--- src/rtl/lsu_bridge.sv ---
// Load/store bridge: lane steering, load extension, misalignment detection and core stall
// toward a handshaked multi-cycle data memory. Optional access timeout via `define LSU_TIMEOUT_EN.
module lsu_bridge #(
    parameter int TIMEOUT_CYCLES = 16
) (
    input  logic        clk,
    input  logic        reset,
    input  logic        core_re,
    input  logic        core_we,
    input  logic [2:0]  core_funct3,
    input  logic [31:0] core_addr,
    input  logic [31:0] core_wdata,
    output logic [31:0] core_rdata,
    output logic        core_stall,
    output logic        core_done,
    output logic        core_err,
    output logic        mem_valid,
    input  logic        mem_ready,
    output logic        mem_we,
    output logic [31:0] mem_addr,
    output logic [31:0] mem_wdata,
    output logic [3:0]  mem_wstrb,
    input  logic        mem_rvalid,
    input  logic [31:0] mem_rdata
);

    typedef enum logic [1:0] {S_IDLE, S_REQ, S_RESP, S_DONE} state_t;

    state_t      r_state;
    state_t      w_next;
    logic [1:0]  r_lo;
    logic [2:0]  r_f3;
    logic [31:0] r_rdata;
    logic        r_err;
    logic        r_mem_we;
    logic [31:0] r_mem_addr;
    logic [31:0] r_mem_wdata;
    logic [3:0]  r_mem_wstrb;

    logic        w_req;
    logic [1:0]  w_size;
    logic        w_misalign;
    logic [3:0]  w_wstrb;
    logic [31:0] w_wdata;
    logic [7:0]  w_byte;
    logic [15:0] w_half;
    logic [31:0] w_ext;
    logic        w_timeout;

    assign w_req = core_re | core_we;

    // Size code: 0 byte, 1 half, 2 word (undefined funct3 encodings fall back to word)
    always_comb begin
        w_size = 2'd2;
        case (core_funct3)
            3'b000, 3'b100: w_size = 2'd0;
            3'b001, 3'b101: w_size = 2'd1;
            default:        w_size = 2'd2;
        endcase
    end

    assign w_misalign = ((w_size == 2'd1) & core_addr[0]) |
                        ((w_size == 2'd2) & (|core_addr[1:0]));

    always_comb begin
        w_wstrb = 4'b1111;
        w_wdata = core_wdata;
        case (w_size)
            2'd0: begin
                w_wstrb = 4'b0001 << core_addr[1:0];
                w_wdata = {4{core_wdata[7:0]}};
            end
            2'd1: begin
                w_wstrb = 4'b0011 << {core_addr[1], 1'b0};
                w_wdata = {2{core_wdata[15:0]}};
            end
            default: begin
                w_wstrb = 4'b1111;
                w_wdata = core_wdata;
            end
        endcase
        if (!core_we)
            w_wstrb = '0;
    end

    always_comb begin
        w_byte = mem_rdata[7:0];
        case (r_lo)
            2'd0: w_byte = mem_rdata[7:0];
            2'd1: w_byte = mem_rdata[15:8];
            2'd2: w_byte = mem_rdata[23:16];
            2'd3: w_byte = mem_rdata[31:24];
            default: w_byte = mem_rdata[7:0];
        endcase
        w_half = r_lo[1] ? mem_rdata[31:16] : mem_rdata[15:0];
        case (r_f3)
            3'b000:  w_ext = {{24{w_byte[7]}}, w_byte};
            3'b100:  w_ext = {24'd0, w_byte};
            3'b001:  w_ext = {{16{w_half[15]}}, w_half};
            3'b101:  w_ext = {16'd0, w_half};
            default: w_ext = mem_rdata;
        endcase
    end

`ifdef LSU_TIMEOUT_EN
    logic [31:0] r_tmo;

    // Held at zero while idle, so it starts from zero on every IDLE->REQ
    always_ff @(posedge clk or posedge reset) begin
        if (reset)
            r_tmo <= '0;
        else if (r_state == S_REQ || r_state == S_RESP)
            r_tmo <= r_tmo + 32'd1;
        else
            r_tmo <= '0;
    end

    assign w_timeout = (r_tmo == 32'(TIMEOUT_CYCLES - 1));
`else
    logic w_unused_tmo;
    assign w_unused_tmo = |TIMEOUT_CYCLES;
    assign w_timeout    = 1'b0;
`endif

    always_ff @(posedge clk or posedge reset) begin
        if (reset)
            r_state <= S_IDLE;
        else
            r_state <= w_next;
    end

    // Completion in the timeout cycle takes priority over the abort
    always_comb begin
        w_next = r_state;
        case (r_state)
            S_IDLE: if (w_req) w_next = w_misalign ? S_DONE : S_REQ;
            S_REQ: begin
                if (mem_ready)      w_next = r_mem_we ? S_DONE : S_RESP;
                else if (w_timeout) w_next = S_DONE;
            end
            S_RESP: begin
                if (mem_rvalid)     w_next = S_DONE;
                else if (w_timeout) w_next = S_DONE;
            end
            S_DONE:  w_next = S_IDLE;
            default: w_next = S_IDLE;
        endcase
    end

    always_comb begin
        core_stall = ((r_state == S_IDLE) & w_req) | (r_state == S_REQ) | (r_state == S_RESP);
        mem_valid  = (r_state == S_REQ);
        core_done  = (r_state == S_DONE);
    end

    always_ff @(posedge clk or posedge reset) begin
        if (reset) begin
            r_lo        <= '0;
            r_f3        <= '0;
            r_rdata     <= '0;
            r_err       <= 1'b0;
            r_mem_we    <= 1'b0;
            r_mem_addr  <= '0;
            r_mem_wdata <= '0;
            r_mem_wstrb <= '0;
        end else begin
            case (r_state)
                S_IDLE: if (w_req) begin
                    r_lo <= core_addr[1:0];
                    r_f3 <= core_funct3;
                    if (w_misalign) begin
                        r_err   <= 1'b1;
                        r_rdata <= '0;
                    end else begin
                        r_mem_we    <= core_we;
                        r_mem_addr  <= {core_addr[31:2], 2'b00};
                        r_mem_wdata <= w_wdata;
                        r_mem_wstrb <= w_wstrb;
                    end
                end
                S_REQ: begin
                    if (mem_ready) begin
                        if (r_mem_we) r_err <= 1'b0;
                    end else if (w_timeout) begin
                        r_err   <= 1'b1;
                        r_rdata <= '0;
                    end
                end
                S_RESP: begin
                    if (mem_rvalid) begin
                        r_rdata <= w_ext;
                        r_err   <= 1'b0;
                    end else if (w_timeout) begin
                        r_err   <= 1'b1;
                        r_rdata <= '0;
                    end
                end
                default: ;
            endcase
        end
    end

    assign core_rdata = r_rdata;
    assign core_err   = r_err;
    assign mem_we     = r_mem_we;
    assign mem_addr   = r_mem_addr;
    assign mem_wdata  = r_mem_wdata;
    assign mem_wstrb  = r_mem_wstrb;

endmodule
--- config.mk ---
export PLATFORM = sky130hd
export DESIGN_NAME = lsu_bridge
export DESIGN_NICKNAME = d
export VERILOG_FILES = /design/src/rtl/lsu_bridge.sv
export SDC_FILE = /design/constraint.sdc
export NUM_CORES = 1
export LEC_CHECK = 0
export ABC_AREA = 1
export BUFFER_PORTS_ARGS = -buffer_cell sky130_fd_sc_hd__buf_2
export CAP_MARGIN = 20
export CORE_MARGIN = 4
export CORE_UTILIZATION = 45
export CTS_CLUSTER_DIAMETER = 80
export DETAILED_ROUTE_END_ITERATION = 12
export PLACE_DENSITY = 0.72
export SETUP_SLACK_MARGIN = 0.3
export SLEW_MARGIN = 15
export SYNTH_ARGS = -nofsm -noshare
export SYNTH_HDL_FRONTEND = slang
export SYNTH_SLANG_ARGS = --single-unit
--- constraint.sdc ---
create_clock -name clk -period 8.5 [get_ports clk]
set_input_delay 1.7 -clock clk [delete_from_list [all_inputs] [get_ports clk]]
set_output_delay 1.7 -clock clk [all_outputs]
set_load 0.005 [all_outputs]
# Word level (Yosys, flattened, before mapping)

Index checks and enable logic that the tools add are counted.

Bits in registers: 107
Bits in latches: 0
Memory bits (writable): 0
ROM bits: 0
Input port bits: 105
Word-level logic and storage cells: 76
Memories kept: 0

Add/sub/neg operators: 0
Multipliers: 0
Div/mod/pow operators: 0
$lt $le $gt $ge: 0
Eq/ne operators: 19
Shift-type cells: 2
Muxes and demuxes: 23
Bitwise logic cells: 8
Reductions and logical operators: 15

Operators by type and width:

| cell               | number |
|---|---|
| $pmux 32 s2        | 2 |
| $pmux 32 s4        | 1 |
| $mux 32            | 3 |
| $pmux 8 s4         | 1 |
| $mux 16            | 1 |
| $eq 3x3->1 const B | 4 |
| $eq 2x2->1 const B | 5 |
| $mux 2             | 4 |
| $pmux 2 s4         | 1 |
| $pmux 4 s2         | 1 |
| $eq 2x1->1 const B | 3 |
| $eq 3x1->1 const B | 2 |
| $logic_not 2->1    | 3 |
| $logic_not 3->1    | 2 |
| $mux 1             | 6 |
| $ne 2x2->1 const B | 3 |
| $reduce_and 3->1   | 2 |
| $reduce_and 6->1   | 1 |
| $reduce_or 2->1    | 3 |
| $mux 4             | 1 |
| $ne 2x1->1 const B | 2 |
| $or 1x1->1         | 4 |
| $pmux 2 s2         | 1 |
| $reduce_and 4->1   | 1 |
| other kinds (8)    | 10 |

# Depth between registers and ports, before layout

Gate-level depths: netlist of the first run.

Depth in word-level cells: 9
Depth in mapped cells: 11

# Worst setup path after synthesis of the first run

No wires, ideal clock.

Path kind: input-to-output
From: in core_re
To: out core_stall
Arrival time: 2074 ps
Data required time: 6800 ps
Setup slack: 4726 ps
Stages: 4
Buffers on the path: 0
Cells stage by stage: inv_1 nand2_1 nand2_1 nand3_1

Word-level cells in the longest chain between the ends: 4

RTL lines:

| item                    | RTL line | source |
|---|---|---|
| from (decl)             | 8        | `input logic core_re,` |
| $or 1x1->1              | 50       | `assign w_req = core_re \| core_we;` |
| $and 1x1->1             | 151      | `core_stall = ((r_state == S_IDLE) & w_req) \| (r_state == S_REQ) \| (r_state == S_RESP);` |
| $or 1x1->1 (2 in a row) | 151      |  |
| to (decl)               | 14       | `output logic core_stall,` |

Every way passes these cells.

# Worst setup path in the final report of the first run

From: in core_we
To: out core_stall

Word-level cells in the longest chain between the ends: 4

RTL lines:

| item                    | RTL line | source |
|---|---|---|
| from (decl)             | 9        | `input logic core_we,` |
| $or 1x1->1              | 50       |  |
| $and 1x1->1             | 151      |  |
| $or 1x1->1 (2 in a row) | 151      |  |

Every way passes these cells.

==> results by group, run 1 <==
Worst setup path
  – WP depth: 6
  – CP endpoint kind: output port
  – R2R depth: 8
  – CP delay by family, top: simple AND/OR/NAND/NOR gates
  – Startpoint types: input port
  – CP Class: in -> out
  – Worst Path Required: 6800 ps
  – Critical Path, Cell by Cell: buf_2 > inv_1 > nand2_1 > nand2_1 > nand3_1 > buf_2
  – Crit-path slowest cell: nand2_1
  – Crit path arrival time: about 2400 ps
  – Max Fanout on Critical Path: 10
  – Crit-path max cell delay: 230 ps
  – Worst path buffer plus inverter count: 3

STA
  – Worst-margin pin slew: around 900 ps
  – Relative slew slack: 39.8%
  – Final Max Slew Viols: 0
  – Hold Violations, Final: 0
  – Post-Route Setup TNS: 0 ps
  – RSZ-0062 raised after global routing: no
  – Clk_skew: roughly 7.5 ps
  – Tcrit/Tclk final: 48.0%
  – F_max: 245 MHz
  – Minimum clock period: slightly above 4000 ps
  – Final setup vio count: 0

Synth
  – Largest family of logic cells by synthesized area: simple AND/OR/NAND/NOR gates
  – Flops & latches, synth: around 110
  – Ranking of synthesized cells by area: dfrtp_1 (50%), nand2_1 (26%), nor2_1 (4.3%)
  – Post-synthesis compound-gate area fraction: 6.78%
  – Library cells used by synthesis: 25
  – Mux cell area share after synthesis: less than 1%
  – Area leader, netlist: dfrtp_1
  – Simple-Gate Fraction of Synth Area: approximately a third
  – Seq/Total Area, Yosys: around half
  – Adder-cell share of the synthesized area: 1.18%
  – Xor and xnor area share after synthesis: 0%
  – Number of synthesized flops with an enable pin: 0
  – Synthesized cell area: between 5000 and 6000 sq um
  – Syn. warnings: 0
  – Top-count cell post-synth: nand2_1
  – Commonest cells in the netlist: nand2_1 (369), dfrtp_1 (107), nor2_1 (61), inv_1 (34), o21ai_0 (33)
  – Avg Synthesized Cell Area: between 7 and 8 sq um
  – Asr flop ratio synth: 100%
  – Synth top area share: between 50% and 60%
  – Predominant post-synthesis flop cell: dfrtp_1
  – Synth Instances: 714

Route
  – Drt first pass iters: 6
  – # DRC: 0
  – Vias: 5,158
  – Post-Route WL: 15,000 microns
  – WL met3: ~1600 microns
  – WL per Instance: between 10 and 15 microns
  – Initial drt markers: about 330
  – Drt via density: between 4 and 5
  – Metal-1 WL: roughly 6000 microns
  – Met2 Routed Length: a little over 7000 microns
  – Antenna viol nets, final: 0
  – Top Metal Used: met5

Worst hold path
  – Worst min path class: reg -> reg
  – Hold path cells: 2

Run
  – Max-Cap Viols: 0

Clock tree
  – Number of gates resized after cts: 0
  – Worst-Skew Late Latency: 350 ps
  – CTS Root Buffer Type: clkbuf_16
  – CTS Sinks: about 110
  – CTS max path bufs: 2
  – CTS buffer count: 9
  – CTS tree: built
  – Clk slew on worst S/H paths: 70 ps
  – CTS Hold Bufs: 0
  – Post-CTS Setup Repair Bufs: 0
  – H-tree depth: 3

Die
  – Core ar.: 11,500 sq um
  – IO Count: between 200 and 250
  – Cell Rows: 39
  – Die Y: between 100 and 150 microns
  – Initial Util: 46.3%
  – Die area: around 14,000 sq um
  – Die width: 117 microns

Power
  – PwrDens: 339 nW/um^2
  – Pleak: around 4 nW
  – Worst vdd ir: about 180 uV

Place
  – DP Cell Count: a little over 1k
  – DPL Wire Length: around 11,000 microns
  – GP Congestion: 0.913
  – I/O Buffers: a little over 200

GRT
  – Initial antenna violation count: 1
  – Total track usage: approximately 22%
  – Pin count of the biggest net entering global routing: 84
  – Total gr overflow: 0
  – Vias in the first global route: between 4k and 5k
  – Wire length of the first global-routing pass: 23,400 microns

Final layout
  – Synth-to-layout area growth: 25.6%
  – Share of cells above drive strength 1: about 27%
  – Post-route insts no fill: about 1.1k
  – NumNets Final: about 1.0k

Outcome
  – Outcome: finished, final reports clean
==> report_power, final <==
part           switching, mW  internal (mW)
Combinational          0.591          0.371
Sequential             0.129          0.718
Clock                  0.195          0.261
Total                  0.915           1.35
==> cell usage in the layout, fill, tap and decap left out, types with 2 or more instances in the layout <==
| cell | instances |
|---|---|
| conb_1 | 2 |
| bufinv_16 | 2 |
| o21ai_0 | 33 |
| clkbuf_16 | 9 |
| nor2_1 | 61 |
| buf_4 | 4 |
| inv_6 | 2 |
| inv_1 | 33 |
| a21oi_1 | 15 |
| ha_1 | 5 |
| buf_2 | 207 |
| o21ai_1 | 7 |
| nand3_1 | 26 |
| nand2_1 | 369 |
| o21ai_2 | 9 |
| dfrtp_1 | 107 |
| inv_2 | 3 |
| nand2_2 | 3 |
==> per-layer routing <==
layer,track usage (%),vias to the layer above
li1,-,2571
met1,27.9,2363
met2,35.4,204
met3,7.93,18
met4,5.96,2
met5,0,-
==> flip-flops by register name, indices dropped and copies added, names as in the netlist <==
signal	cells
core_err	1
core_rdata	32
mem_addr	30
mem_wdata	32
mem_we	1
mem_wstrb	4
r_f3	3
r_lo	2
r_state	2
==> metrics by stage <==
step           worst slack, ps  total power, mW  hold WS (ps)  utilization (%)  cell area (sq um)
2_1_floorplan             3980             1.47           464                -               5320
3_3_place_gp              4410             1.80           449             55.2               6330
3_5_place_dp              4340             1.82           453             55.2               6330
4_1_cts                   4410             2.28           472             58.0               6650
5_1_grt                   4290             2.46           490             58.2               6670
6_report                  4420             2.26           468             58.2               6670
==> logic make-up (layout without fill, tap and decap cells) <==
group | Yosys count | after routing
adder cells (fa/ha/maj) | 5 | 5
buffers and inverters | 70 | 265
AO/OA/AOI/OAI | 65 | 65
flip-flops | 107 | 107
multiplexers | 1 | 1
other | 1 | 3
AND/OR/NAND/NOR | 465 | 465
==> final timing paths <==
| path | from | end | slack, ps |
|---|---|---|---|
| min in group asynchronous | reset | mem_addr[24]$_DFFE_PP0P_ | 1370 |
| hold reg to reg | mem_wdata[10]$_DFFE_PP0P_ | mem_wdata[10]$_DFFE_PP0P_ | 470 |
| setup / recovery | core_we | core_stall | 4420 |
| max in group asynchronous | reset | mem_addr[22]$_DFFE_PP0P_ | 5850 |
| hold / removal | mem_wdata[10]$_DFFE_PP0P_ | mem_wdata[10]$_DFFE_PP0P_ | 470 |
| setup reg to reg | r_state[0]$_DFFE_PP0P_ | mem_wdata[29]$_DFFE_PP0P_ | 6120 |
==> layout make-up <==
class                      instances  area, sq um
multi-input combinational        538         2270
timing repair buffer             212         1080
antenna                            1         2.50
inverter                          37          141
tap                              143          179
clock inverter                     7         98.8
sequential                       107         2680
fill                            1125         4800
clock buffer                       9          225
==> worst min-delay path, stage by stage (launching register included) <==
cell and delay, ps:
dfrtp_1 340, nand2_1 50, nand2_1 50
No activity file was read; power rests on OpenSTA's default activity.
==> run 2, diff against run 1 <==
Settings changed: CORE_UTILIZATION 45 to 44, PLACE_DENSITY 0.72 to 0.73.
Clock period 8.5 ns to 3.7 ns, I/O delays scaled along.
==> run 2 against run 1 <==
Register-to-register slack got worse by 4800 ps. Largest power group unchanged. Flip-flop and latch count did not move. Clock skew barely moved. Critical path depth fell by 1. Sequential power rose by 130%. Combinational power rose by 130%. Non-clock buffer count rose by 2. Wire length rose by 0.83%. Core utilization fell by 0.46 points. Final area rose by 0.47%. Worst setup slack got worse by 3100 ps. Cell count barely moved. Highest routed layer is now met4.
==> results by group, run 2 (same netlist as run 1, synthesis figures left out) <==
Outcome
  – Outcome: finished, final reports clean

Die
  – Die Y: ~120 microns
  – Cell Rows: 39
  – Core ar.: ~12,000 sq um
  – Die width: 118 microns
  – IO Count: 210
  – Die area: roughly 14,000 sq um
  – Initial Util: between 40% and 50%

Place
  – Post-DP Area: 6380 sq um
  – DPL Wire Length: approximately 11,000 microns
  – I/O Buffers: between 200 and 250
  – GP Congestion: 0.873
  – DP Cell Count: around 1.0k

STA
  – Tcrit/Tclk final: roughly two thirds
  – F_max: between 400 and 500 MHz
  – Relative slew slack: about 47%
  – Hold Violations, Final: 0
  – RSZ-0062 raised after global routing: no
  – Final setup vio count: 0
  – Clk_skew: ~7.6 ps
  – Worst-margin pin slew: around 800 ps
  – Final Max Slew Viols: 0
  – Post-Route Setup TNS: 0 ps
  – Minimum clock period: roughly 2400 ps

Worst setup path
  – CP endpoint kind: output port
  – Reg2reg end: core_rdata[19]$_DFFE_PP0P_
  – Max Fanout on Critical Path: 10
  – Reg2Reg Setup Slack: 1320 ps
  – R2R depth: 10
  – RR Startpoint: r_state[0]$_DFFE_PP0P_
  – Crit path arrival time: between 1500 and 2000 ps
  – Worst Path Required: just under 3000 ps
  – Startpoint types: flop
  – CP Class: reg -> out

Power
  – Pleak: 4.06 nW
  – Worst vdd ir: approximately 350 uV
  – Overall Power: approximately 5.2 mW
  – PwrDens: ~800 nW/um^2

Clock tree
  – Number of gates resized after cts: 0
  – CTS tree: built
  – CTS max path bufs: 2
  – H-tree depth: 3
  – CTS Sinks: roughly 110
  – CTS buffer count: 9
  – CTS Root Buffer Type: clkbuf_16
  – Post-CTS Setup Repair Bufs: 0
  – Clk slew on worst S/H paths: roughly 80 ps
  – CTS Hold Bufs: 0
  – Worst-Skew Late Latency: roughly 350 ps

Final layout
  – NumNets Final: 1,017
  – Share of cells above drive strength 1: between 20% and 30%
  – Sequential cell area: between 2000 and 3000 sq um
  – Area of the multi-input gates: approximately 2300 sq um
  – Most common cell after layout, fill and taps aside: nand2_1
  – Synth-to-layout area growth: 26.2%
  – Post-route insts no fill: roughly 1.1k
  – Fillers: about 1.1k
  – Fin area: ~6700 sq um
  – Fin util: between 50 and 60%
  – Most frequent cells in the layout: nand2_1 (369), buf_2 (207), dfrtp_1 (107)
  – # diodes: 0

GRT
  – Vias in the first global route: slightly below 5k
  – Pin count of the biggest net entering global routing: 84
  – Total gr overflow: 0
  – Total track usage: between 20% and 30%
  – Wire length of the first global-routing pass: 24,800 microns
  – Initial antenna violation count: 0

Run
  – Max-Cap Viols: 0

Route
  – Antenna viol nets, final: 0
  – Initial drt markers: about 320
  – WL per Instance: between 10 and 15 microns
  – Vias: 5,130
  – # DRC: 0
  – Post-Route WL: 15,100 microns
  – Drt first pass iters: 5
  – Drt via density: about 4.9

Worst hold path
  – Worst min path class: in -> async
-- run 2: cell type report --
cell class / count / area share, %
multi-input combinational: 538 / 33.8
clock buffer: 9 / 3.36
sequential: 107 / 39.9
tap: 143 / 2.67
timing repair buffer: 214 / 16.6
clock inverter: 7 / 1.47
inverter: 37 / 2.13
-- run 2: stage by stage --
| stage | hold WS (ps) | worst slack, ps |
|---|---|---|
| after floorplan | 464 | 1670 |
| after global placement | 450 | 1140 |
| after detailed placement | 454 | 1110 |
| after CTS | 260 | 1260 |
| after global routing | 259 | 1110 |
| final | 267 | 1280 |
-- run 2: worst max path at each step --
stage | from | to | slack (ps) | cells after the start
floorplan | reset | core_err$_DFFE_PP0P_ | 1670 | 1
global placement | core_funct3[1] | core_rdata[18]$_DFFE_PP0P_ | 1140 | 10
detailed placement | core_funct3[1] | core_rdata[19]$_DFFE_PP0P_ | 1110 | 10
CTS | r_state[0]$_DFFE_PP0P_ | core_stall | 1260 | 5
global route | r_state[0]$_DFFE_PP0P_ | core_stall | 1110 | 5
finish | r_state[0]$_DFFE_PP0P_ | core_stall | 1280 | 5
-- run 2: where the power goes --
group / internal, mW / switching (mW) / leakage, nW
Clock: 0.601 / 0.453 / 0.162
Sequential: 1.65 / 0.303 / 1.37
Combinational: 0.857 / 1.36 / 2.53
Total: 3.11 / 2.11 / 4.06
-- run 2: metal layers --
metal	GRT usage [%]	up-vias	share of wire (%)
met1	28.3	2325	43
met3	7.21	16	9.8
met4	7.99	0	1.6
li1	-	2573	-
met2	34.7	216	46
met5	0	-	0
-- run 2: critical path: stages (launching register included) --
cell	delay (ps)
dfrtp_1	410
inv_1	110
ha_1	280
nand2_1	270
nand3_1	110
buf_2	140
